**config.mk**
```make
export PLATFORM = sky130hd
export DESIGN_NAME = mmio_bus_decoder
export DESIGN_NICKNAME = d
export VERILOG_FILES = /design/src/rtl/mmio_pkg.sv /design/src/rtl/mmio_addr_match.sv /design/src/rtl/mmio_bus_decoder.sv
export SDC_FILE = /design/constraint.sdc
export NUM_CORES = 1
export LEC_CHECK = 0
export CAP_MARGIN = 20
export CORE_AREA = 2 2 135 137
export DETAILED_ROUTE_END_ITERATION = 16
export DIE_AREA = 0 0 137 139
export PLACE_DENSITY_LB_ADDON = 0.15
export SETUP_SLACK_MARGIN = 0.5
export SLEW_MARGIN = 40
export SYNTH_ARGS = -nofsm -noshare
export SYNTH_HDL_FRONTEND = slang
export SYNTH_SLANG_ARGS = --single-unit
```
**constraint.sdc**
```tcl
create_clock -name clk -period 2.3 [get_ports clk]
set_clock_uncertainty 0.05 [all_clocks]
set_input_delay 0.46 -clock clk [delete_from_list [all_inputs] [get_ports clk]]
set_output_delay 0.46 -clock clk [all_outputs]
set_load 0.1 [all_outputs]
```
**src/rtl/mmio_pkg.sv**
```systemverilog
// Shared types and default address map for the MMIO bus decoder.
// Masks are full address width so the map does not alias above 0xFF.
package mmio_pkg;

  typedef enum logic [1:0] {
    IDLE   = 2'd0,
    ACCESS = 2'd1,
    RESP   = 2'd2
  } mmio_state_t;

  localparam int ERR_CNT_W = 8;

  localparam logic [31:0] RAM_BASE = 32'h0000_0000;
  localparam logic [31:0] RAM_MASK = 32'hFFFF_FF80;
  localparam logic [31:0] IO1_BASE = 32'h0000_0080;
  localparam logic [31:0] IO2_BASE = 32'h0000_0090;
  localparam logic [31:0] IO3_BASE = 32'h0000_00A0;
  localparam logic [31:0] IO_MASK  = 32'hFFFF_FFF0;

  localparam logic [127:0] DEFAULT_BASE_ADDRS = {IO3_BASE, IO2_BASE, IO1_BASE, RAM_BASE};
  localparam logic [127:0] DEFAULT_ADDR_MASKS = {IO_MASK, IO_MASK, IO_MASK, RAM_MASK};

  function automatic logic [ERR_CNT_W-1:0] sat_inc(input logic [ERR_CNT_W-1:0] v);
    return (v == '1) ? v : v + 1'b1;
  endfunction

endpackage

```
**src/rtl/mmio_addr_match.sv**
```systemverilog
// Combinational BASE/MASK address matcher; the lowest matching slave index wins.
module mmio_addr_match #(
  parameter int N_SLAVES = 4,
  parameter int AW = 32,
  parameter logic [N_SLAVES*AW-1:0] BASE_ADDRS = '0,
  parameter logic [N_SLAVES*AW-1:0] ADDR_MASKS = '0,
  localparam int IW = (N_SLAVES > 1) ? $clog2(N_SLAVES) : 1
) (
  input  logic [AW-1:0] addr,
  output logic          hit,
  output logic [IW-1:0] idx
);

  // Scan from the top so the last assignment comes from the lowest index.
  always_comb begin
    hit = 1'b0;
    idx = '0;
    for (int i = N_SLAVES - 1; i >= 0; i--) begin
      if ((addr & ADDR_MASKS[i*AW +: AW]) == BASE_ADDRS[i*AW +: AW]) begin
        hit = 1'b1;
        idx = IW'(i);
      end
    end
  end

endmodule

```
**src/rtl/mmio_bus_decoder.sv**
```systemverilog
// CPU-to-slave MMIO decoder with req/ack stall handshake and bus-error reporting.
// Define MMIO_DEC_TIMEOUT_EN to abort accesses that see no ack within TIMEOUT_CYC cycles.
module mmio_bus_decoder
  import mmio_pkg::*;
#(
  parameter int N_SLAVES = 4,
  parameter int AW = 32,
  parameter int DW = 32,
  parameter logic [N_SLAVES*AW-1:0] BASE_ADDRS = DEFAULT_BASE_ADDRS,
  parameter logic [N_SLAVES*AW-1:0] ADDR_MASKS = DEFAULT_ADDR_MASKS,
  parameter int TIMEOUT_CYC = 255
) (
  input  logic                   clk,
  input  logic                   rst,
  input  logic                   cpu_req,
  input  logic                   cpu_we,
  input  logic [AW-1:0]          cpu_addr,
  input  logic [DW-1:0]          cpu_wdata,
  input  logic [DW/8-1:0]        cpu_be,
  output logic [DW-1:0]          cpu_rdata,
  output logic                   cpu_ready,
  output logic                   cpu_err,
  output logic [N_SLAVES-1:0]    s_sel,
  output logic                   s_we,
  output logic [AW-1:0]          s_addr,
  output logic [DW-1:0]          s_wdata,
  output logic [DW/8-1:0]        s_be,
  input  logic [N_SLAVES*DW-1:0] s_rdata,
  input  logic [N_SLAVES-1:0]    s_ack,
  output logic [ERR_CNT_W-1:0]   err_cnt,
  output logic [AW-1:0]          err_addr
);

  localparam int IW = (N_SLAVES > 1) ? $clog2(N_SLAVES) : 1;

  mmio_state_t   state;
  logic          hit;
  logic [IW-1:0] dec_idx;
  logic [IW-1:0] idx;
  logic          err;
  logic          sel_ack;
  logic [DW-1:0] sel_rdata;
  logic          timeout;

  mmio_addr_match #(
    .N_SLAVES  (N_SLAVES),
    .AW        (AW),
    .BASE_ADDRS(BASE_ADDRS),
    .ADDR_MASKS(ADDR_MASKS)
  ) u_match (
    .addr(cpu_addr),
    .hit (hit),
    .idx (dec_idx)
  );

  // Only the latched slave's ack and read data are ever looked at.
  always_comb begin
    sel_ack   = 1'b0;
    sel_rdata = '0;
    s_sel     = '0;
    for (int i = 0; i < N_SLAVES; i++) begin
      if (idx == IW'(i)) begin
        sel_ack   = s_ack[i];
        sel_rdata = s_rdata[i*DW +: DW];
        s_sel[i]  = (state == ACCESS);
      end
    end
  end

  assign cpu_ready = (state == RESP);
  assign cpu_err   = (state == RESP) && err;

`ifdef MMIO_DEC_TIMEOUT_EN
  localparam int CW = $clog2(TIMEOUT_CYC + 1);
  logic [CW-1:0] wait_cnt;

  always_ff @(posedge clk or negedge rst) begin
    if (!rst) begin
      wait_cnt <= '0;
    end else if (state != ACCESS) begin
      wait_cnt <= '0;
    end else if (!sel_ack) begin
      wait_cnt <= wait_cnt + 1'b1;
    end
  end

  assign timeout = (wait_cnt == CW'(TIMEOUT_CYC - 1));
`else
  logic unused_timeout_cfg;
  assign unused_timeout_cfg = (TIMEOUT_CYC != 0);
  assign timeout = 1'b0;
`endif

  always_ff @(posedge clk or negedge rst) begin
    if (!rst) begin
      state     <= IDLE;
      idx       <= '0;
      err       <= 1'b0;
      s_we      <= 1'b0;
      s_addr    <= '0;
      s_wdata   <= '0;
      s_be      <= '0;
      cpu_rdata <= '0;
      err_cnt   <= '0;
      err_addr  <= '0;
    end else begin
      case (state)
        IDLE: begin
          if (cpu_req) begin
            if (hit) begin
              state   <= ACCESS;
              idx     <= dec_idx;
              err     <= 1'b0;
              s_we    <= cpu_we;
              s_addr  <= cpu_addr;
              s_wdata <= cpu_wdata;
              s_be    <= cpu_be;
            end else begin
              state     <= RESP;
              err       <= 1'b1;
              cpu_rdata <= '0;
              err_addr  <= cpu_addr;
              err_cnt   <= sat_inc(err_cnt);
            end
          end
        end
        // A late ack still beats a timeout landing in the same cycle.
        ACCESS: begin
          if (sel_ack) begin
            state     <= RESP;
            err       <= 1'b0;
            cpu_rdata <= s_we ? '0 : sel_rdata;
          end else if (timeout) begin
            state     <= RESP;
            err       <= 1'b1;
            cpu_rdata <= '0;
            err_addr  <= s_addr;
            err_cnt   <= sat_inc(err_cnt);
          end
        end
        RESP:    state <= IDLE;
        default: state <= IDLE;
      endcase
    end
  end

endmodule

```
==> qor.txt <==
detailed placement HPWL: 15,570 um
power density over the cells: 666.0 mW/mm2
largest vdd supply drop: 589.3 uV
CP Data Required Time: 2.55 ns
CP Max Fanout: 5
worst slew margin relative to its limit: 63.50%
Setup WS post-layout: 0.1045 ns
cell with the largest stage delay on the worst path: or4_4
Tmin final: 2.195 ns
# Max-Cap Violations: 0
vias per std cell: 4.983
synthesis-to-layout area growth: 87.74%
CP bufs+invs: 4
total iterations of the first detailed-routing run: 4
Hold Violations, Final: 0
syn avg cell area: 15.59 um2
Post-synth EDFFs: 0
yosys warns: 0
total non-filler cell area in the finished layout: 0.01200 mm2
first-iteration detailed-routing DRC count: 188
max incr delay on CP: 0.55 ns
drt wl/cell: 21.48 um
Max Clock Freq: 455.5 MHz
minimum setup slack after placement: -0.5344 ns
overall die area: 0.01904 mm2
number of global-route vias before repair: 6,029
fraction of the yosys area taken by sequential cells: 57.18%
leakage power: 5.579 nW
largest delay contributor family on the critical path: simple AND/OR/NAND/NOR gates
# nets final: 1,039
gp weighted congestion: 0.8322
Placement Rows: 49
share of synthesized flip-flops with an asynchronous set or reset: 100.0%
DRT antenna net count: 0
clock buffer count from CTS: 17
type of origin of the critical path: primary input
non-filler instance count after layout: 1,077
period utilization: 95.45%
Placeable Area: 0.01766 mm2
TritonCTS sink count: 146
Total Wirelength: 23,130 um
gate count of the mapped netlist: 410
Post-synth top flop: dfrtp_1
type of the most critical hold path: in2reg
number of flip-flops and latches in the synthesized netlist: 146
element type at the critical path end: flip-flop
chip height: 139 um
clock buffer depth: 2
clock network latency to the later pin of the worst-skew pair: 0.42 ns
Root Driver: clkbuf_16
fraction of layout instances using a drive strength above 1: 56.79%
Net Count, Synth: 615
H-tree levels: 4
fin util: 67.94%
DRC violations left: 0
die boundary width: 137 um
initial antenna violation count: 1
setup violators final: 0
effective utilization at floorplan: 36.19%
data arrival time of the critical path: 2.45 ns
number of vias after detailed routing: 5,367
status: finished, final reports clean
number of distinct library cells after synthesis: 41
gr ovfl total: 0
Setup TNS Final: 0 ns
CP Class: in2reg
clock tree from TritonCTS: done
Top cell by count, worst path: or4_4
ordered list of cells on the worst path: buf_8, or4_4, buf_6, or4_4, nand2_8, buf_12, buf_16, mux2_4
total I/O pin count: 351
global-route wire length before repair: 33,950 um
total routing resource utilization after global routing: 23.71%
fill count: 1,256
post-place instance area: 0.01018 mm2
largest net degree at the start of global routing: 50
transition time of the tightest slew-check pin: 0.5445 ns
RSZ-0062 raised after global routing: yes
clock transition at the registers of the reported paths: 0.06 ns
post-synth design cell area: 0.006390 mm2
Port Buffer Count: 350
placed cells: 995
fin. max-slew vios: 0
-- per-layer routing --
metal  vias to the layer above  GRT usage, %  part of all wire [%]
met1                      2683         26.61                    37
met2                       244         41.61                    52
met5                         -             0                     0
met4                         0         10.31                   3.2
met3                        49         6.615                   7.9
li1                       2391             -                     -
-- flip-flops by register name, indices dropped and copies added, names as in the netlist --
register   flops
state          2
s_we           1
err            1
s_be           4
err_addr      32
s_wdata       32
s_addr        32
cpu_rdata     32
err_cnt        8
idx            2
-- synth_stat cells (2+ instances only) --
library cell	number	area share [%]
nor2_1	7	0.41
nand3_1	3	0.23
nor2b_1	26	2.5
or4_4	2	0.35
mux2_2	80	14
buf_4	5	0.59
buf_2	3	0.23
buf_6	5	0.88
a22o_2	30	4.7
nor3_1	5	0.39
nor4_1	6	0.59
o21ai_0	2	0.16
inv_1	2	0.12
nand2_1	11	0.65
nor4_2	2	0.39
and2_1	2	0.20
clkbuf_1	8	0.47
xor2_1	4	0.55
buf_1	3	0.18
nand2b_1	3	0.29
dfrtp_1	146	57
mux4_2	33	12
a21oi_1	2	0.16
xnor2_1	2	0.27
a22o_1	2	0.27
-- cell usage in the layout, fill, tap and decap left out, types with 8 or more instances in the layout --
| cell type | count |
|---|---|
| mux2_2 | 11 |
| buf_4 | 170 |
| nor2b_1 | 17 |
| buf_12 | 25 |
| mux2_4 | 69 |
| nor2b_4 | 9 |
| mux4_2 | 33 |
| clkbuf_16 | 20 |
| clkdlybuf4s50_1 | 174 |
| buf_16 | 8 |
| a22o_2 | 30 |
| buf_6 | 21 |
| dfrtp_1 | 134 |
| clkbuf_2 | 14 |
-- worst reg2reg max path: stages, from the launching register on --
cell and delay [ns]:
dfrtp_2 0.43, nor2_2 0.14, nand2_2 0.09, nor4_4 0.24, and2b_2 0.24, buf_12 0.13
buf_6 0.09, buf_12 0.09, buf_16 0.12, mux2_4 0.30
-- final timing paths --
| kind | slack [ns] | to | cells past startpoint | startpoint |
|---|---|---|---|---|
| setup reg to reg | 0.27 | s_wdata[16] | 9 | state[0] |
| max in group asynchronous | 1.01 | s_wdata[7] | 3 | rst |
| hold / removal | 0.22 | err_addr[31] | 2 | cpu_addr[31] |
| min in group asynchronous | 0.53 | s_addr[15] | 2 | rst |
| setup / recovery | 0.10 | err_addr[12] | 8 | cpu_addr[24] |
| hold reg to reg | 0.45 | s_addr[14] | 1 | s_addr[14] |
-- power by group --
group	switching [mW]	internal, mW
Combinational	1.39	0.770
Sequential	0.128	2.74
Clock	1.19	1.78
Total	2.71	5.28
-- through the flow --
step	hold slack (ns)	power, mW
2_1_floorplan	0.1144	4.185
3_3_place_gp	0.3816	4.934
3_5_place_dp	0.3891	4.962
4_1_cts	0.2014	8.019
5_1_grt	0.2053	8.250
6_report	0.2187	7.990
-- final cells by class --
cell class	count	area, um2	share of cell area [%]
antenna	1	2.502	0.02086
clock buffer	18	439.2	3.661
clock inverter	14	190.2	1.585
inverter	2	7.507	0.06258
multi-input combinational	237	3085	25.72
sequential	146	3681	30.68
tap	229	286.5	2.388
timing repair buffer	430	4304	35.88
-- kinds of logic (layout without fill, tap and decap cells) --
family	after synthesis	after routing	synth area share (%)
adder cells (fa/ha/maj)	1	1	0.1958
flip-flops	146	146	57.18
AO/OA/AOI/OAI	40	40	5.914
multiplexers	113	113	25.73
buffers and inverters	27	464	2.683
other	0	1	0
XOR/XNOR	6	6	0.8224
AND/OR/NAND/NOR	77	77	7.480
-- timing repair --
action,4_1_cts,5_1_grt
hold buffers,1,0
buffers inserted,25,12
cloned,8,3
pin swaps,21,18
endpoints found under the setup margin,152,151
hold endpoints to repair,46,0
gates resized for setup,145,85
No activity file was read; power rests on OpenSTA's default activity.
